`src/rtl/hv_wdg_scan_pkg.sv`:
```
// Shared types and CRC-8 helper for the watchdog register-scan sequencer.
// crc8_calc is also used by the register file's write-CRC checker.
package hv_wdg_scan_pkg;

  typedef enum logic [2:0] {
    ST_IDLE,
    ST_WAIT_INTV,
    ST_REQ,
    ST_CHECK,
    ST_DONE
  } scan_state_e;

  localparam logic [7:0] CRC8_POLY   = 8'h07;
  localparam logic [7:0] CRC8_INIT   = 8'hFF;
  localparam int         CRC8_DATA_W = 8;

  // Bit-serial CRC-8, MSB first, no reflection, no final XOR.
  function automatic logic [7:0] crc8_calc(input logic [CRC8_DATA_W-1:0] data);
    logic [7:0] crc;
    logic       fb;
    crc = CRC8_INIT;
    for (int i = CRC8_DATA_W - 1; i >= 0; i--) begin
      fb  = crc[7] ^ data[i];
      crc = {crc[6:0], 1'b0};
      if (fb) crc = crc ^ CRC8_POLY;
    end
    return crc;
  endfunction

endpackage

```
`src/rtl/hv_wdg_scan_ctrl.sv`:
```
// Watchdog register-scan sequencer: periodically reads an address window through
// the arbiter's low-priority port, re-checks each stored CRC and logs sticky faults.
module hv_wdg_scan_ctrl
  import hv_wdg_scan_pkg::*;
#(
  parameter int                REG_AW          = 7,
  parameter int                REG_DW          = 8,
  parameter int                REG_CRC_W       = 8,
  parameter logic [REG_AW-1:0] SCAN_START_ADDR = 7'h00,
  parameter logic [REG_AW-1:0] SCAN_END_ADDR   = 7'h3F,
  parameter int                SCAN_INTV_W     = 16,
  parameter int                ACK_TMO_CYC     = 32
) (
  input  logic                   i_clk,
  input  logic                   i_rst,
  input  logic                   i_scan_en,
  input  logic [SCAN_INTV_W-1:0] i_scan_intv,
  input  logic                   i_scan_err_clr,
  output logic                   o_wdg_scan_rac_rd_req,
  output logic [REG_AW-1:0]      o_wdg_scan_rac_addr,
  input  logic                   i_rac_wdg_scan_ack,
  input  logic [REG_DW-1:0]      i_rac_wdg_scan_data,
  input  logic [REG_CRC_W-1:0]   i_rac_wdg_scan_crc,
  output logic                   o_scan_busy,
  output logic                   o_scan_done,
  output logic                   o_crc_err,
  output logic                   o_tmo_err,
  output logic [REG_AW-1:0]      o_err_addr,
  output logic [7:0]             o_err_cnt
);

  localparam int             TMO_W    = $clog2(ACK_TMO_CYC + 1);
  localparam logic [TMO_W-1:0] TMO_LAST = TMO_W'(ACK_TMO_CYC - 1);

  scan_state_e            state_q, state_d;
  logic [SCAN_INTV_W-1:0] intv_cnt_q, intv_cnt_d;
  logic [REG_AW-1:0]      addr_q, addr_d;
  logic [TMO_W-1:0]       tmo_cnt_q, tmo_cnt_d;
  logic                   req_q, req_d;
  logic                   tmo_hit_q, tmo_hit_d;
  logic [REG_DW-1:0]      rd_data_q, rd_data_d;
  logic [REG_CRC_W-1:0]   rd_crc_q, rd_crc_d;
  logic                   crc_err_q, crc_err_d;
  logic                   tmo_err_q, tmo_err_d;
  logic [REG_AW-1:0]      err_addr_q, err_addr_d;
  logic [7:0]             err_cnt_q, err_cnt_d;

  logic                   crc_fault;
  logic                   tmo_fault;
  logic                   first_fault;
  logic [REG_CRC_W-1:0]   calc_crc;

  assign calc_crc = crc8_calc(rd_data_q);

  always_comb begin
    state_d    = state_q;
    intv_cnt_d = intv_cnt_q;
    addr_d     = addr_q;
    tmo_cnt_d  = tmo_cnt_q;
    req_d      = 1'b0;
    tmo_hit_d  = tmo_hit_q;
    rd_data_d  = rd_data_q;
    rd_crc_d   = rd_crc_q;
    crc_fault  = 1'b0;
    tmo_fault  = 1'b0;

    case (state_q)
      ST_IDLE: begin
        if (i_scan_en) begin
          state_d    = ST_WAIT_INTV;
          intv_cnt_d = i_scan_intv;
        end
      end

      ST_WAIT_INTV: begin
        if (!i_scan_en) begin
          state_d = ST_IDLE;
        end else if (intv_cnt_q == '0) begin
          state_d   = ST_REQ;
          addr_d    = SCAN_START_ADDR;
          tmo_cnt_d = '0;
          req_d     = 1'b1;
        end else begin
          intv_cnt_d = intv_cnt_q - 1'b1;
        end
      end

      // Scan enable is ignored here so an issued request always closes out.
      ST_REQ: begin
        if (i_rac_wdg_scan_ack) begin
          rd_data_d = i_rac_wdg_scan_data;
          rd_crc_d  = i_rac_wdg_scan_crc;
          tmo_hit_d = 1'b0;
          state_d   = ST_CHECK;
        end else if (tmo_cnt_q == TMO_LAST) begin
          tmo_fault = 1'b1;
          tmo_hit_d = 1'b1;
          state_d   = ST_CHECK;
        end else begin
          tmo_cnt_d = tmo_cnt_q + 1'b1;
          req_d     = 1'b1;
        end
      end

      // A timed-out read passes through here only to advance; its data is stale.
      ST_CHECK: begin
        crc_fault = !tmo_hit_q && (calc_crc != rd_crc_q);
        if (!i_scan_en) begin
          state_d = ST_IDLE;
        end else if (addr_q == SCAN_END_ADDR) begin
          state_d = ST_DONE;
        end else begin
          addr_d    = addr_q + 1'b1;
          tmo_cnt_d = '0;
          req_d     = 1'b1;
          state_d   = ST_REQ;
        end
      end

      ST_DONE: begin
        if (i_scan_en) begin
          state_d    = ST_WAIT_INTV;
          intv_cnt_d = i_scan_intv;
        end else begin
          state_d = ST_IDLE;
        end
      end

      default: state_d = ST_IDLE;
    endcase
  end

  // A clear coinciding with a fault leaves only that fault recorded.
  always_comb begin
    crc_err_d   = crc_err_q;
    tmo_err_d   = tmo_err_q;
    err_addr_d  = err_addr_q;
    err_cnt_d   = err_cnt_q;
    first_fault = i_scan_err_clr || !(crc_err_q || tmo_err_q);

    if (i_scan_err_clr) begin
      crc_err_d  = 1'b0;
      tmo_err_d  = 1'b0;
      err_addr_d = '0;
      err_cnt_d  = '0;
    end

    if (crc_fault || tmo_fault) begin
      if (crc_fault) crc_err_d = 1'b1;
      if (tmo_fault) tmo_err_d = 1'b1;
      if (first_fault) err_addr_d = addr_q;
      if (err_cnt_d != 8'hFF) err_cnt_d = err_cnt_d + 8'd1;
    end
  end

  always_ff @(posedge i_clk) begin
    if (i_rst) begin
      state_q    <= ST_IDLE;
      intv_cnt_q <= '0;
      addr_q     <= '0;
      tmo_cnt_q  <= '0;
      req_q      <= 1'b0;
      tmo_hit_q  <= 1'b0;
      crc_err_q  <= 1'b0;
      tmo_err_q  <= 1'b0;
      err_addr_q <= '0;
      err_cnt_q  <= '0;
    end else begin
      state_q    <= state_d;
      intv_cnt_q <= intv_cnt_d;
      addr_q     <= addr_d;
      tmo_cnt_q  <= tmo_cnt_d;
      req_q      <= req_d;
      tmo_hit_q  <= tmo_hit_d;
      crc_err_q  <= crc_err_d;
      tmo_err_q  <= tmo_err_d;
      err_addr_q <= err_addr_d;
      err_cnt_q  <= err_cnt_d;
    end
  end

  // Captured read data is only consumed in CHECK, so it needs no reset.
  always_ff @(posedge i_clk) begin
    rd_data_q <= rd_data_d;
    rd_crc_q  <= rd_crc_d;
  end

  assign o_wdg_scan_rac_rd_req = req_q;
  assign o_wdg_scan_rac_addr   = addr_q;
  assign o_scan_busy           = (state_q == ST_REQ) || (state_q == ST_CHECK);
  assign o_scan_done           = (state_q == ST_DONE);
  assign o_crc_err             = crc_err_q;
  assign o_tmo_err             = tmo_err_q;
  assign o_err_addr            = err_addr_q;
  assign o_err_cnt             = err_cnt_q;

endmodule

```
`config.mk`:
```
export PLATFORM = sky130hd
export DESIGN_NAME = hv_wdg_scan_ctrl
export DESIGN_NICKNAME = d
export VERILOG_FILES = /design/src/rtl/hv_wdg_scan_pkg.sv /design/src/rtl/hv_wdg_scan_ctrl.sv
export SDC_FILE = /design/constraint.sdc
export NUM_CORES = 1
export LEC_CHECK = 0
export BUFFER_PORTS_ARGS = -buffer_cell sky130_fd_sc_hd__buf_4
export CORE_AREA = 2 2 102 104
export CTS_CLUSTER_SIZE = 10
export DETAILED_ROUTE_END_ITERATION = 10
export DIE_AREA = 0 0 104 106
export SKIP_LAST_GASP = 1
export SLEW_MARGIN = 5
export SYNTH_ARGS = -nofsm -noshare
export SYNTH_HDL_FRONTEND = slang
export SYNTH_SLANG_ARGS = --single-unit
```
`constraint.sdc`:
```
create_clock -name i_clk -period 6.4 [get_ports i_clk]
set_input_delay 1.28 -clock i_clk [delete_from_list [all_inputs] [get_ports i_clk]]
set_output_delay 1.28 -clock i_clk [all_outputs]
set_load 0.1 [all_outputs]
```
# After elaboration in Yosys (flattened, before gate mapping)
# Index checks and enable logic that the tools add are counted.
[totals]
regBits = 67
[classes]
n_mux = 58
reduce_logical = 20
n_bitwise = 14
n_eq_ne = 19
addsub = 4
[ops]
columns = ["cell", "n"]
rows = [
  ["$mux W7", 7],
  ["$mux W16", 3],
  ["$mux W3", 15],
  ["$mux W6", 6],
  ["$pmux W16 S2", 1],
  ["$mux W8", 3],
  ["$not A3 Y3", 7],
  ["$mux W1", 19],
  ["$pmux W6 S3", 1],
  ["$logic_not A16 Y1", 1],
  ["$ne A2 B2 Y1 const B", 8],
  ["$sub A16 B1 Y16 const B", 1],
  ["$pmux W3 S5", 1],
  ["$pmux W7 S2", 1],
  ["$add A8 B1 Y8 const B", 1],
  ["$ne A8 B8 Y1", 1],
  ["$ne A8 B8 Y1 const B", 1],
  ["$add A7 B1 Y7 const B", 1],
  ["$eq A7 B6 Y1 const B", 1],
  ["$reduce_and A7 Y1", 1],
  ["$add A6 B1 Y6 const B", 1],
  ["$eq A3 B2 Y1 const B", 2],
  ["$eq A6 B5 Y1 const B", 1],
  ["$ne A3 B3 Y1 const B", 2],
  ["17 further kinds", 29],
]

# Depth between registers and ports, before layout
[depth]
depth_word = 20
mapped_depth = 9

# Worst setup path before layout
# Ideal clock, no wire load.
[synth_timing]
kind = "reg-to-output"
startpoint = "reg state_q[1]"
endpoint = "out o_scan_done"
setup_slack_ns = 3.184
stages_incl_launch_ff = 5
t_arrival_ns = 1.936
t_required_ns = 5.120
path_cell_list = "dfxtp_1 > clkbuf_1 > nor2_1 > clkbuf_1 > and2_1"
[synth_via]
elab_chain_len = 1
[synth_rtl]
columns = ["item", "line_no", "text"]
rows = [
  ["start: declaration", "hv_wdg_scan_ctrl.sv:35", "scan_state_e state_q, state_d;"],
  ["start signal: assignment", "hv_wdg_scan_ctrl.sv:169", "state_q <= state_d;"],
  ["$eq A3 B3 Y1", "hv_wdg_scan_ctrl.sv:191", "assign o_scan_done = (state_q == ST_DONE);"],
  ["end: declaration", "hv_wdg_scan_ctrl.sv:25", "output logic o_scan_done,"],
]
# No other way between the ends.

# Final worst setup path
[layout_timing]
startpoint = "in i_scan_en"
endpoint = "reg intv_cnt_q[11]"
[layout_via]
elab_chain_len = 2
[layout_rtl]
columns = ["item", "line_no", "text"]
rows = [
  ["start: declaration", "hv_wdg_scan_ctrl.sv:16", "input logic i_scan_en,"],
  ["$ne A2 B2 Y1 (no source line) or $ne A2 B1 Y1 (tied branches)", "-", ""],
  ["$reduce_and A4 Y1 (no source line) (*)", "-", ""],
  ["end signal: assignment", "hv_wdg_scan_ctrl.sv:170", "intv_cnt_q <= intv_cnt_d;"],
  ["end: declaration", "hv_wdg_scan_ctrl.sv:36", "logic [SCAN_INTV_W-1:0] intv_cnt_q, intv_cnt_d;"],
]
# Every way passes the cells marked *; elsewhere a longest branch is shown, timed or not.
# A chain may end at the register's enable or synchronous reset.

==> results.yml <==
min_path:
  hp-start: "o_err_addr[0]"
  hold_path.class: "register to register"
  hold_depth: 1
  holdPathEnd: "o_err_addr[0]"
sta:
  setup_viol: 0
  fin_worst_skew_ps: 9.406
  hold_ws_ps: 486.6
  fin_crit_ps: 3086
  tns_ps: 0
  fmax_mhz: 324.0
  worst_pin_slew_ps: 765.2
  slew_viol_final: 0
  rsz0062_at_grt: "no"
  hold_viol: 0
  relSlewSlack_pct: 48.59
  finalCritPeriodShare_pct: 48.23
synth:
  ys_types: 58
  synth_ff_type: "dfxtp_1"
  ys_seq_area_share_pct: 44.36
  ys_warn_count: 0
  avgSynthCellArea_um2: 9.049
  synth_top_area_share_pct: 30.17
  syn_area_um2: 3384
  ys_top_cells_by_count: "dfxtp_1, nor2_1, nand2_1"
  synth_edf_count: 16
  async_flop_share_pct: 0
  synth_top_cell_by_area: "dfxtp_1"
  synth-seq-cells: 67
  syn_inst: 374
  syn-num-nets: 416
  yosysMostFrequentCell: "dfxtp_1"
  synth.area.top_cells: "dfxtp_1, edfxtp_1, nor2_1"
clock_tree:
  cts_tree: "yes"
  clkSlewWorstSetupHoldPaths_ps: 70
  h-tree-depth: 3
  cts_setup_buffers: 0
  numCtsBuffers: 9
  insertion_delay_ps: 340
  cts_buffer_depth: 2
  postCtsHoldBufs: 0
  clkSinkCount: 67
  cts_root_buffer: "clkbuf_8"
  cts_resized: 0
route:
  vias: 2903
  drt_wl_total_um: 7760
  detail_route.iter0.violations: 132
  antenna_left: 0
  drc: 0
  viasPerCell: 5.066
  dr.pass1.iters: 4
  routedWlPerCell_um: 13.54
floorplanning:
  dieArea_um2: 11020
  num_rows: 37
  io_pins: 64
  coreArea_um2: 10000
  die_h_um: 106
  die_x_um: 104
  initial_core_util_pct: 33.85
flow_run:
  drv_cap: 0
cells_and_area:
  nets: 474
  syn2layout_area_growth_pct: 22.55
  drive_gt1_share_pct: 21.74
  multi_input_area_um2: 1760
  final-seq-area_um2: 1501
  n_antenna_cell: 0
  layoutNonFillerInstCount: 573
  fill_cells: 1035
global_routing:
  grt_use_total_pct: 15.02
  grt_pass1_vias: 2810
  grt_antenna_before_repair: 0
  grt_pass1_wl_um: 13310
  gr-total-overflow: 0
  grt_max_degree: 34
worst_setup_path:
  r2r_slack_ps: 3570
  critPathMaxFanout: 19
  r2r-end: "o_err_addr[6]"
  timing.rr.start: "rd_data_q[6]"
  critPathArrivalTime_ps: 3310
  reg2reg_depth: 6
  end_kind: "register"
  worstSetupPathType: "input pin to register"
  cp-start-kind: "input pin"
  cp_data_required_time_ps: 6620
placed_design:
  port_buffers: 63
  gp_congestion: 0.7964
  dp.cells: 557
  hpwl_um: 5573
pwr:
  powerDensity_nw_per_um2: 232.4
  p_leak_nw: 1.608
  peakVddDrop_v: 0.0001020
run_status:
  status: "finished clean"
## cells by family after synthesis
logic type               share of synthesized area (%)
AND/OR/NAND/NOR                                  22.40
AO/OA/AOI/OAI                                    18.37
flip-flops                                       44.36
buffers and inverters                            3.771
XOR/XNOR                                         6.802
multiplexers                                     2.440
adder cells (fa/ha/maj)                          1.848
## state kept, by name (all words and copies together) (netlist names)
signal	count
o_crc_err	1
o_wdg_scan_rac_addr	7
tmo_cnt_q	6
o_wdg_scan_rac_rd_req	1
o_err_cnt	8
rd_crc_q	8
tmo_hit_q	1
state_q	3
o_err_addr	7
intv_cnt_q	16
rd_data_q	8
o_tmo_err	1
## per-stage QoR
stage	setup slack [ps]	total power, mW	util, %	cell area, um2
after CTS	3382	0.9753	41.48	4148
final	3314	0.9640	41.48	4148
after detailed placement	2994	0.6349	39.61	3961
after floorplan	3184	0.5873	-	3385
after global routing	3166	1.022	41.48	4148
after global placement	3086	0.6321	39.61	3961
## critical path: stages
cell	delay [ps]
buf_4	140
nand2_1	110
or3_1	390
a21oi_1	370
a21o_1	510
o21ai_0	210
a22oi_1	220
nor2_1	60
## worst max-delay path by stage
stage / startpoint / to / cells after the start
after floorplan: state_q[1] / o_scan_done / 4
after CTS: i_scan_en / intv_cnt_q[11] / 8
after detailed placement: i_scan_en / intv_cnt_q[11] / 8
final: i_scan_en / intv_cnt_q[11] / 8
after global routing: i_scan_en / intv_cnt_q[11] / 8
after global placement: i_scan_en / intv_cnt_q[11] / 8
## cell usage in the layout, fill, tap and decap left out, drive strengths merged, types with 2 or more instances in the layout
master and n:
a21o 3, edfxtp 16, dfxtp 51, nand2 31, a21oi 25, clkinv 2, nor2 43, o41ai 2
xor2 9, and3 7, a22oi 4, mux2i 6, and2 3, a211oi 8, o22ai 3, o211ai 2
nand3 17, nor3 9, buf 65, or3 3, inv 11, xnor2 12, nor4 5, or2 3
or4 3, a22o 8, nand4 7, nand2b 4, clkinvlp 2, ha 5, nor2b 7, nor3b 4
a31oi 4, nand3b 2, clkbuf 11, o21ai 23
## layout make-up
type,instances,share of cell area [%]
Clock buffer,11,3.167
Clock inverter,5,1.327
Inverter,11,0.9955
Multi-Input combinational cell,278,42.44
Sequential cell,67,36.20
Tap cell,136,4.103
Timing Repair Buffer,65,11.76
## layer usage
| layer | GRT usage (%) | vias to the layer above | part of all wire (%) |
|---|---|---|---|
| li1 | - | 1470 | - |
| met1 | 18.83 | 1374 | 47 |
| met2 | 24.01 | 49 | 47 |
| met3 | 4.721 | 10 | 3.8 |
| met4 | 6.178 | 0 | 1.5 |
| met5 | 0 | - | 0 |
## where the power goes
group          leakage, nW  switching [mW]  internal, mW
Sequential           0.558          0.0178         0.448
Clock               0.0893           0.159         0.179
Combinational        0.961          0.0970        0.0633
No activity file was read; power rests on OpenSTA's default activity.
